### config.mk
export PLATFORM = sky130hd
export DESIGN_NAME = serial_adder_seq
export DESIGN_NICKNAME = d
export VERILOG_FILES = /design/src/rtl/serial_adder_seq.sv
export SDC_FILE = /design/constraint.sdc
export NUM_CORES = 1
export LEC_CHECK = 0
export ABC_AREA = 1
export BUFFER_PORTS_ARGS = -buffer_cell sky130_fd_sc_hd__buf_2
export CAP_MARGIN = 40
export CORE_MARGIN = 2
export CORE_UTILIZATION = 55
export DETAILED_ROUTE_END_ITERATION = 8
export PLACE_DENSITY = 0.85
export RECOVER_POWER = 25
export SYNTH_ARGS = -nofsm -noshare
export SYNTH_HDL_FRONTEND = slang
export SYNTH_SLANG_ARGS = --single-unit
### constraint.sdc
create_clock -name clk -period 2.39 [get_ports clk]
set_input_delay 0.478 -clock clk [delete_from_list [all_inputs] [get_ports clk]]
set_output_delay 0.478 -clock clk [all_outputs]
set_load 0.1 [all_outputs]
### src/rtl/serial_adder_seq.sv
// serial_adder_seq: bit-serial adder sequencer.
// Operands arrive on a valid/ready handshake. They are added LSB-first, one
// bit per clock, through a full-adder slice made of two half-adder cells and
// a carry flip-flop. The result is held on a valid/ready output handshake.

// Single half-adder cell: sum = a ^ b, carry = a & b.
module half_adder_cell (
  input  logic a,
  input  logic b,
  output logic s,
  output logic c
);
  assign s = a ^ b;
  assign c = a & b;
endmodule

module serial_adder_seq #(
  parameter int WIDTH = 8
) (
  input  logic             clk,
  input  logic             rst,
  input  logic             in_valid,
  output logic             in_ready,
  input  logic [WIDTH-1:0] a,
  input  logic [WIDTH-1:0] b,
  input  logic             cin,
  output logic             out_valid,
  input  logic             out_ready,
  output logic [WIDTH-1:0] sum,
  output logic             cout,
  output logic             busy
);

  // The counter only has to hold 0..WIDTH-1.
  localparam int CW = $clog2(WIDTH);
  localparam logic [CW-1:0] LAST_BIT = CW'(WIDTH - 1);

  typedef enum logic [1:0] {
    IDLE = 2'd0,
    RUN  = 2'd1,
    DONE = 2'd2
  } state_t;

  state_t           state_reg;
  logic [WIDTH-1:0] a_sh_reg;
  logic [WIDTH-1:0] b_sh_reg;
  logic [WIDTH-1:0] acc_reg;
  logic [CW-1:0]    cnt_reg;
  logic             carry_reg;
  logic [WIDTH-1:0] sum_reg;
  logic             cout_reg;

  // Full-adder slice: two half adders plus the carry flip-flop.
  logic x_bit;
  logic g_bit;
  logic s_bit;
  logic p_bit;
  logic carry_next;
  logic [WIDTH-1:0] acc_next;

  half_adder_cell u_ha_first (
    .a (a_sh_reg[0]),
    .b (b_sh_reg[0]),
    .s (x_bit),
    .c (g_bit)
  );

  half_adder_cell u_ha_second (
    .a (x_bit),
    .b (carry_reg),
    .s (s_bit),
    .c (p_bit)
  );

  assign carry_next = g_bit | p_bit;
  // New sum bit enters at the MSB; after WIDTH shifts bit 0 lands at index 0.
  assign acc_next   = {s_bit, acc_reg[WIDTH-1:1]};

  // Sequencer: accept operands, shift one bit per cycle, hold result.
  always_ff @(posedge clk) begin
    if (rst) begin
      state_reg <= IDLE;
      a_sh_reg  <= '0;
      b_sh_reg  <= '0;
      acc_reg   <= '0;
      cnt_reg   <= '0;
      carry_reg <= 1'b0;
      sum_reg   <= '0;
      cout_reg  <= 1'b0;
    end else begin
      case (state_reg)
        IDLE: begin
          // in_ready is high in IDLE whenever reset is low.
          if (in_valid) begin
            a_sh_reg  <= a;
            b_sh_reg  <= b;
            carry_reg <= cin;
            acc_reg   <= '0;
            cnt_reg   <= '0;
            state_reg <= RUN;
          end
        end
        RUN: begin
          acc_reg   <= acc_next;
          carry_reg <= carry_next;
          a_sh_reg  <= a_sh_reg >> 1;
          b_sh_reg  <= b_sh_reg >> 1;
          cnt_reg   <= cnt_reg + CW'(1);
          if (cnt_reg == LAST_BIT) begin
            sum_reg   <= acc_next;
            cout_reg  <= carry_next;
            state_reg <= DONE;
          end
        end
        DONE: begin
          if (out_ready) begin
            state_reg <= IDLE;
          end
        end
        default: state_reg <= IDLE;
      endcase
    end
  end

  assign in_ready  = (state_reg == IDLE) && !rst;
  assign out_valid = (state_reg == DONE);
  assign busy      = (state_reg != IDLE);
  assign sum       = sum_reg;
  assign cout      = cout_reg;

endmodule

---- Word level (Yosys, flattened, before mapping) ----
Cells that the tools add are included.
storage, ports and cells
  logic and storage cells ................. 42
  register bits ........................... 39
cells by class
  reductions and logical operators ........ 8
  equality and inequality tests ........... 6
  bitwise gates (word level) .............. 5
  mux-type cells .......................... 14
  add/subtract/negate cells ............... 1
operators by type and width
  operator               count
  $pmux W8 S2            3
  $mux W8                3
  $mux W2                3
  $pmux W2 S3            1
  $pmux W3 S2            1
  $ne A2 B2 Y1 const B   2
  $reduce_and A2 Y1      2
  $reduce_bool A2 Y1     2
  $add A3 B1 Y3 const B  1
  $eq A3 B3 Y1 const B   1
  $mux W3                1
  $reduce_and A3 Y1      1
  $and A1 B1 Y1          2
  $eq A2 B1 Y1 const B   1
  $eq A2 B2 Y1 const B   1
  $logic_not A2 Y1       1
  $ne A2 B1 Y1 const B   1
  $pmux W1 S2            1
  $xor A1 B1 Y1          2
  $logic_and A1 B1 Y1    1
  $logic_not A1 Y1       1
  $mux W1                1
  $or A1 B1 Y1           1

---- Longest topological paths before layout ----
Gate-level depths: netlist of run 1.
  word-level depth ........................ 4
  mapped depth ............................ 7

---- By module ----
Synthesis of run 1 repeated with hierarchy kept, for this count alone.
second synthesis, totals
  cells, all modules ...................... 285
  area total of the unflattened synthesis .. 1831.8 um^2
modules (own cells, without submodules)
  module            times used  area each (um^2)  cells an instance  seq. area each (um^2)
  serial_adder_seq  1           1806.7            283                760.7
  half_adder_cell   2           12.5              1                  0.0

---- Worst setup path before layout of run 1 ----
OpenSTA, ideal clock, no wires.
  path type ............................... register -> output
  start point ............................. register state_reg[0]
  end point ............................... output in_ready
  data required time ...................... 1.912 ns
  slack ................................... -0.484 ns
  stages on the path, launching flop included .. 5
  data arrival time ....................... 2.396 ns
  cell sequence ........................... dfxtp_1 buf_6 nor2_1 inv_1 nor2_1
on the way
  cells in the longest elaborated chain, start to end .. 2
RTL lines
  element                 RTL line  RTL
  start, declared         44        state_t state_reg;
  start signal, assigned  82        state_reg <= IDLE;
  start signal, assigned  100       state_reg <= RUN;
  start signal, assigned  112       state_reg <= DONE;
  $logic_not A2 Y1        125       assign in_ready = (state_reg == IDLE) && !rst;
  $logic_and A1 B1 Y1     125
  end, declared           23        output logic in_ready,
Every way passes these cells.

---- Worst setup path in the final report of run 1 ----
  start point ............................. register state_reg[1]
  end point ............................... output in_ready
Same word-level chain as after synthesis.

==> results.md, run 1 <==
- Area added between synthesis and finish: 12.40%
- RePlAce Congestion: between 0.7 and 0.8
- Sequential area share after synthesis: a little over two fifths
- Cell count after synthesis: 283
- Layout cell share with drive strength beyond 1: 14.29%
- Number of vias per cell: roughly 4.4
- FF+latch count, synth: 38
- TritonCTS clock tree: yes
- Number of design rule violations left after detail routing: 0
- Violation count after the first detailed-route iteration: 69
- Normalized max-slew margin: 59.19%
- Cell accounting for the most synthesized area: sky130_fd_sc_hd__dfxtp_1
- Result of the run: finished clean
- Gr ovfl total: 0
- Critical-path top delay cell: sky130_fd_sc_hd__buf_2
- Net Count, Synth: 307
- Transition time at the pin with the least slew margin: 612.1 ps
- Placed Cells incl. Taps: 351
- RSZ-0062 raised after global routing: no
- Tightest Hold Check Type: input port to register
- Clock sink total: 38
- Arrival time at the worst endpoint: about 1500 ps
- Detailed Routing Iterations Pass 1: 4
- Type of the worst setup path: register to output port
- Area inside the core boundary: 3078 µm²
- Timing startpoint of the critical path: state_reg[1]
- Number of logic stages on the critical path including buffering: 4
- Pwr Density: approximately 600 nW/µm²
- R2R depth: 6
- Startpoint class of the critical path: register
- Main area contributors after synthesis: sky130_fd_sc_hd__dfxtp_1, sky130_fd_sc_hd__nand2_1, sky130_fd_sc_hd__inv_1
- Antenna-violating nets left: 0
- Number of buffers between clock root and the deepest sink: 2
- Time the final worst path needs with I/O delays and setup: 1962 ps
- Critical-path cell list: nor2_1 > inv_1 > nor2_4 > buf_2
- Delay contributed by the slowest stage of the critical path: between 400 and 500 ps
- Net count, final: 338
- Number of buffers added to fix hold violations after cts: 0
- Highest Clock Rate: 509.6 MHz
- Wire length per cell: between 8 and 9 µm
- Via count: 1,569
- Starting density of the core: 58.70%
- Total GRT Usage: 19.44%
- Number of max-capacitance violations reported: 0
- Antenna violations before repair: 0
- Reg2reg end: sum[2]
- Vertical die dimension: roughly 60 µm
- Final clock period utilization by the worst path: 82.11%
- Required time at the endpoint of the critical path: 1910 ps
- DRT Wirelength: 3.048 mm
- Global-route wire length before repair: 5.409 mm
- Portion of synthesized cell area occupied by the leading cell type: 42.11%
- Number of buffers inserted during clock tree synthesis: 5
- Crit Reg-Reg Startpoint: state_reg[0]
- Width of the chip: between 60 and 70 µm
- Mapped cell area: 1807 µm²
- Per-instance average area after synthesis: 6.384 µm²
- Final Hold Fails: 0
- Distinct cell type count after synthesis: 16
- Maximum number of pins on one net before global-route repair: 35
- Non-filler cells in the finished layout: 359
- Final number of setup-violating endpoints: 0
- Latest clock arrival within the worst-skew pair: 350 ps
- # resized after CTS: 0
- Number of post-CTS setup repair buffers: 0
- Clk slew on worst S/H paths: 110 ps
- Die Footprint: 3760 µm²
- Antenna fix cells: 0
- Cell chosen for the clock root: sky130_fd_sc_hd__clkbuf_4
- I/O pin count: 33
- Peak fanout along the critical path: 3
- Highest ir drop seen on vdd: 0.4085 mV
- TNS Setup: 0 ps
- Final slew viol count: 0
- Number of global-route vias before repair: between 1,000 and 1,500
- Port Buf Inserts: 32
- Endpoint kind of the worst setup timing path: output port
- Smallest hold slack: 372.8 ps
- Power consumption: 0.001213 W
- HPWL after detailed placement: 2.123 mm
- Synthesis Warnings: 0
- Clock Skews: 8.869 ps
- FF-to-FF setup slack: roughly 630 ps
- Count of standard-cell rows: 20
- Cell type group with the largest total delay on the critical path: buffers and inverters
- Endpoint of the most critical setup path: in_ready
- Worst Path Buf+Inv: 2
- Number of levels in the clock H-tree: 2
- Leakage: 1.063 nW
==> synth_stat cells <==
master / count
sky130_fd_sc_hd__nand2_4: 1
sky130_fd_sc_hd__dfxtp_1: 38
sky130_fd_sc_hd__clkinv_1: 1
sky130_fd_sc_hd__ha_1: 2
sky130_fd_sc_hd__nand3_1: 2
sky130_fd_sc_hd__nor2_1: 34
sky130_fd_sc_hd__fa_1: 1
sky130_fd_sc_hd__buf_2: 3
sky130_fd_sc_hd__o21ai_0: 2
sky130_fd_sc_hd__buf_4: 2
sky130_fd_sc_hd__o21ai_4: 1
sky130_fd_sc_hd__nand2_1: 107
sky130_fd_sc_hd__clkbuf_1: 4
sky130_fd_sc_hd__buf_6: 3
sky130_fd_sc_hd__inv_1: 55
sky130_fd_sc_hd__a21oi_1: 27
==> placed cells by master, fill, tap and decap left out <==
cell type / Yosys / layout
sky130_fd_sc_hd__inv_1: 55 / 55
sky130_fd_sc_hd__clkbuf_4: 0 / 5
sky130_fd_sc_hd__clkbuf_8: 0 / 1
sky130_fd_sc_hd__clkinv_1: 1 / 1
sky130_fd_sc_hd__ha_1: 2 / 2
sky130_fd_sc_hd__o21ai_4: 1 / 1
sky130_fd_sc_hd__o21ai_0: 2 / 2
sky130_fd_sc_hd__fa_1: 1 / 1
sky130_fd_sc_hd__dfxtp_1: 38 / 38
sky130_fd_sc_hd__nand3_1: 2 / 2
sky130_fd_sc_hd__clkbuf_1: 4 / 1
sky130_fd_sc_hd__a21oi_1: 27 / 27
sky130_fd_sc_hd__nor2_1: 34 / 33
sky130_fd_sc_hd__clkbuf_2: 0 / 1
sky130_fd_sc_hd__buf_2: 3 / 32
sky130_fd_sc_hd__nand2_1: 107 / 108
sky130_fd_sc_hd__nor2_4: 0 / 1
sky130_fd_sc_hd__clkinv_2: 0 / 1
sky130_fd_sc_hd__buf_4: 2 / 3
==> how the worst min path moves through the flow <==
stage	start	to	slack [ps]	cells after the start
after CTS	out_ready	state_reg[1]	370	4
after global placement	b_sh_reg[7]	b_sh_reg[7]	450	2
after detailed placement	b_sh_reg[7]	b_sh_reg[7]	450	2
after floorplan	b_sh_reg[7]	b_sh_reg[7]	440	2
after global routing	a[7]	a_sh_reg[7]	380	3
final	out_ready	state_reg[1]	370	4
==> final cells by class <==
cell class	count	area (µm²)
clock buffer	7	55.05
clock inverter	1	5.005
tap	44	55.05
fill	303	1047
timing repair buffer	36	187.7
multi-input combinational	177	757.0
inverter	56	210.2
sequential	38	760.7
==> cells by family (layout without fill, tap and decap cells) <==
logic type | count (synthesis) | count (layout) | share of synthesized area, %
DFF | 38 | 38 | 42.11
and+or+nand+nor | 144 | 144 | 30.47
buffers and inverters | 68 | 100 | 16.00
AOI/OAI and AO/OA | 30 | 30 | 8.934
adders and majority gates | 3 | 3 | 2.493
==> routing by layer <==
| metal | global-route usage, % | vias to the layer above | part of all wire (%) | wire length (µm) |
|---|---|---|---|---|
| li1 | - | 882 | - | - |
| met1 | 23.33 | 654 | 49 | 1490 |
| met2 | 32.37 | 27 | 45 | 1369 |
| met3 | 7.563 | 6 | 5.0 | 152 |
| met4 | 5.590 | 0 | 1.2 | 36 |
| met5 | 0 | - | 0 | 0 |
==> stage by stage <==
step	instance area, µm²	utilization [%]	setup WS [ps]
after floorplan	1814	-	180.3
after global placement	1981	64.35	643.2
after detailed placement	1981	64.35	641.2
after CTS	2041	66.30	414.2
after global routing	2031	65.98	296.1
final	2031	65.98	427.5
==> tightest hold or removal path, stage by stage <==
cell and delay [ps]:
sky130_fd_sc_hd__buf_2 70, sky130_fd_sc_hd__inv_1 30, sky130_fd_sc_hd__nand2_1 60, sky130_fd_sc_hd__a21oi_1 50
==> report_power, final <==
group | switching (W) | internal, W | total (W)
logic | 0.000119 | 0.0000660 | 0.000185
clock network | 0.000207 | 0.000143 | 0.000350
registers | 0.0000131 | 0.000665 | 0.000678
total | 0.000339 | 0.000873 | 0.00121
No activity file was read; power rests on OpenSTA's default activity.
==> run 2, diff against run 1 <==
--- a/config.mk
+++ b/config.mk
@@ -5,13 +5,13 @@
 export SDC_FILE = /design/constraint.sdc
 export NUM_CORES = 1
 export LEC_CHECK = 0
-export ABC_AREA = 1
+export ABC_AREA = 0
 export BUFFER_PORTS_ARGS = -buffer_cell sky130_fd_sc_hd__buf_2
 export CAP_MARGIN = 40
 export CORE_MARGIN = 2
-export CORE_UTILIZATION = 55
+export CORE_UTILIZATION = 52
 export DETAILED_ROUTE_END_ITERATION = 8
-export PLACE_DENSITY = 0.85
+export PLACE_DENSITY = 0.83
 export RECOVER_POWER = 25
 export SYNTH_ARGS = -nofsm -noshare
 export SYNTH_HDL_FRONTEND = slang
==> constraint.sdc (replaced) <==
create_clock -name clk -period 2 [get_ports clk]
set_input_delay 0.4 -clock clk [delete_from_list [all_inputs] [get_ports clk]]
set_output_delay 0.4 -clock clk [all_outputs]
set_load 0.1 [all_outputs]
==> run 2 against run 1 <==
  * Power up 16%
  * Setup slack worse by 300 ps
  * Critical endpoint is now out_valid
  * Die area is 9.1% lower
  * Highest routed layer unchanged
==> results.md, run 2 <==
- Final clock period utilization by the worst path: 93.64%
- Per-instance average area after synthesis: 9.294 µm² (was 6.384 µm²)
- Cell accounting for the most synthesized area: sky130_fd_sc_hd__dfxtp_1 (unchanged)
- Number of levels in the clock H-tree: 2 (unchanged)
- Maximum number of pins on one net before global-route repair: 24 (was 35)
- Cell type group with the largest total delay on the critical path: flip-flops (was buffers and inverters)
- Area inside the core boundary: 2781 µm² (was 3078 µm²)
- Peak fanout along the critical path: 8 (was 3)
- # resized after CTS: 0 (unchanged)
- Number of max-capacitance violations reported: 0 (unchanged)
- Arrival time at the worst endpoint: 1470 ps (was 1480 ps)
- Sequential area share after synthesis: 49.31% (was 42.11%)
- Violation count after the first detailed-route iteration: 62 (was 69)
- Net Count, Synth: 190 (was 307)
- Total cell area at the placement stage: 1714 µm² (was 1981 µm²)
- Number of vias per cell: 5.544 (was 4.370)
- Via count: 1,264 (was 1,569)
- Most used cells in the layout excluding fill and tap cells: sky130_fd_sc_hd__dfxtp_1, sky130_fd_sc_hd__buf_2, sky130_fd_sc_hd__a21oi_1, sky130_fd_sc_hd__inv_1, sky130_fd_sc_hd__nor2_1 (was sky130_fd_sc_hd__nand2_1, sky130_fd_sc_hd__inv_1, sky130_fd_sc_hd__dfxtp_1, sky130_fd_sc_hd__nor2_1, sky130_fd_sc_hd__buf_2)
- Leakage: 0.7310 nW (was 1.063 nW)
- Number of buffers between clock root and the deepest sink: 2 (unchanged)
- Main area contributors after synthesis: sky130_fd_sc_hd__dfxtp_1, sky130_fd_sc_hd__a21oi_1, sky130_fd_sc_hd__o221a_1 (was sky130_fd_sc_hd__dfxtp_1, sky130_fd_sc_hd__nand2_1, sky130_fd_sc_hd__inv_1)
- Cell count after synthesis: 166 (was 283)
- Global-route wire length before repair: 5.209 mm (was 5.409 mm)
- Latest clock arrival within the worst-skew pair: 350 ps (about the same)
- Wire length per cell: 13.93 µm (was 8.490 µm)
- Net count, final: 220 (was 338)
- Footprint of the flip-flops and latches: 760.7 µm² (unchanged)
- Port Buf Inserts: 32 (unchanged)
- Commonest non-fill, non-tap cell in the layout: sky130_fd_sc_hd__dfxtp_1 (was sky130_fd_sc_hd__nand2_1)
- Type of the worst setup path: register to output port (unchanged)
- Count of standard-cell rows: 19 (was 20)
- Number of global-route vias before repair: 1,162 (was 1,349)
- Antenna violations before repair: 0 (unchanged)
- Mapped cell area: 1543 µm² (was 1807 µm²)
- Most repeated cell in the gate-level netlist after synthesis: sky130_fd_sc_hd__dfxtp_1 (was sky130_fd_sc_hd__nand2_1)
- RePlAce Congestion: 0.6965 (was 0.7539)
- Endpoint kind of the worst setup timing path: output port (unchanged)
- Area added between synthesis and finish: 14.60% (was 12.40%)
- Width of the chip: 58.47 µm (was 61.32 µm)
- Die Footprint: 3419 µm² (was 3760 µm²)
- Clock Skews: 11.25 ps (was 8.869 ps)
- Normalized max-slew margin: 38.79% (was 59.19%)
- Highest Clock Rate: 533.9 MHz
- Pwr Density: 797.9 nW/µm² (was 597.2 nW/µm²)
- Final slew viol count: 0 (unchanged)
- Gr ovfl total: 0 (unchanged)
- Final setup margin: 127.1 ps (was 427.5 ps)
- Cell chosen for the clock root: sky130_fd_sc_hd__clkbuf_4 (unchanged)
- Worst Path Buf+Inv: 1 (was 2)
- Critical-path top delay cell: sky130_fd_sc_hd__dfxtp_1 (was sky130_fd_sc_hd__buf_2)
- Synthesis Warnings: 0 (unchanged)
- Clk slew on worst S/H paths: 110 ps (about the same)
- Final number of setup-violating endpoints: 0 (unchanged)
- Top FF cell, synth: sky130_fd_sc_hd__dfxtp_1 (unchanged)
- Antenna-violating nets left: 0 (unchanged)
- Placed Cells incl. Taps: 220 (was 351)
- Tightest Hold Check Type: input port to register (unchanged)
- Number of buffers inserted during clock tree synthesis: 5 (unchanged)
- Total GRT Usage: 20.67% (was 19.44%)
- TritonCTS clock tree: yes (unchanged)
- Delay contributed by the slowest stage of the critical path: 470 ps (was 420 ps)
- Critical-path cell list: nor2b_2 > buf_2 (was nor2_1 > inv_1 > nor2_4 > buf_2)
- Final Hold Fails: 0 (unchanged)
- Cell types with the highest counts after synthesis: sky130_fd_sc_hd__dfxtp_1, sky130_fd_sc_hd__a21oi_1, sky130_fd_sc_hd__inv_1 (was sky130_fd_sc_hd__nand2_1, sky130_fd_sc_hd__inv_1, sky130_fd_sc_hd__dfxtp_1)
- Layout cell share with drive strength beyond 1: 25.38% (was 14.29%)
- Number of buffers added to fix hold violations after cts: 0 (unchanged)
- Time the final worst path needs with I/O delays and setup: 1873 ps
- Startpoint class of the critical path: register (unchanged)
- Required time at the endpoint of the critical path: 1600 ps (was 1910 ps)
- RSZ-0062 raised after global routing: no (unchanged)
- Detailed Routing Iterations Pass 1: 7 (was 4)
- Count of flip-flops with a built-in enable after synthesis: 0 (unchanged)
- Layout fillers: 239 (was 303)
- Transition time at the pin with the least slew margin: 914.8 ps (was 612.1 ps)
- Pre-CTS setup slack: 304.4 ps (was 641.2 ps)
- Clock sink total: 38 (unchanged)
- Final std cell area, no fill: 1768 µm² (was 2031 µm²)
- Distinct cell type count after synthesis: 23 (was 16)
- Number of post-CTS setup repair buffers: 0 (unchanged)
- DRT Wirelength: 3.175 mm (was 3.048 mm)
- TNS Setup: 0 ps (unchanged)
- Footprint of the multi-input gates: 643.1 µm² (was 757.0 µm²)
- Result of the run: finished clean (unchanged)
- Portion of synthesized cell area occupied by the leading cell type: 49.31% (was 42.11%)
- Asr flop ratio synth: 0% (unchanged)
- I/O pin count: 33 (unchanged)
- Non-filler cells in the finished layout: 228 (was 359)
- Vertical die dimension: 58.47 µm (was 61.32 µm)
- Highest ir drop seen on vdd: 0.7635 mV (was 0.4085 mV)
- Antenna fix cells: 0 (unchanged)
- FF+latch count, synth: 38 (unchanged)
- HPWL after detailed placement: 2.249 mm (was 2.123 mm)
- Number of design rule violations left after detail routing: 0 (unchanged)
- Starting density of the core: 55.47% (was 58.70%)
run 2: cell types whose count changed after synthesis, sizes merged, moves of 7 or more:
cell   previous run  this run
nand3             2         9
nor2             34        15
nand2           108        11
o221a             0        15
a22oi             0         9
inv              55        17
run 2: metal layers:
| layer | GRT usage, % | share of wire, % | vias to the layer above |
|---|---|---|---|
| met3 | 5.495 | 5.5 | 6 |
| met2 | 34.67 | 49 | 31 |
| met4 | 10.63 | 1.6 | 0 |
| li1 | - | - | 644 |
| met5 | 0 | 0 | - |
| met1 | 24.16 | 44 | 583 |
run 2: path summary, 6_finish.rpt:
| path | start | end | slack [ps] | cells after the start |
|---|---|---|---|---|
| worst max-delay path | state_reg[1] | out_valid | 130 | 2 |
| worst max register to register | state_reg[0] | carry_reg | 270 | 4 |
| worst min register to register | sum[3] | sum[3] | 460 | 2 |
| worst min-delay path | out_ready | state_reg[1] | 300 | 3 |
run 2: kinds of logic after synthesis:
family | after synthesis | share of synthesized area [%]
buffers and inverters | 30 | 9.651
adder cells (fa/ha/maj) | 3 | 2.920
AND/OR/NAND/NOR | 40 | 11.44
multiplexers | 2 | 1.298
AO/OA/AOI/OAI | 53 | 25.38
flip-flops | 38 | 49.31
run 2: layout make-up:
cell class                      instances  area share [%]
Timing Repair Buffer                   36           11.39
Tap cell                               31           2.194
Multi-Input combinational cell         98           36.38
Sequential cell                        38           43.03
Inverter                               17           3.609
Clock inverter                          1          0.2831
Clock buffer                            7           3.114
run 2: per-stage QoR:
stage	power (W)	hold slack, ps	utilization (%)
2_1_floorplan	0.0009678	443.4	-
3_5_place_dp	0.001014	446.4	61.63
3_3_place_gp	0.001005	442.8	61.63
6_report	0.001411	304.0	63.56
4_1_cts	0.001413	312.9	63.79
5_1_grt	0.001469	315.6	63.56
run 2: tightest hold or removal path, stage by stage:
cell	delay, ps
sky130_fd_sc_hd__buf_2	70
sky130_fd_sc_hd__nand2b_1	80
sky130_fd_sc_hd__a21oi_1	60
run 2: power breakdown:
| part | switching [W] | internal [W] | leakage [nW] |
|---|---|---|---|
| combinational | 0.000104 | 0.0000754 | 0.385 |
| sequential | 0.0000245 | 0.000793 | 0.311 |
| clock | 0.000243 | 0.000170 | 0.0353 |
| total | 0.000372 | 0.00104 | 0.731 |
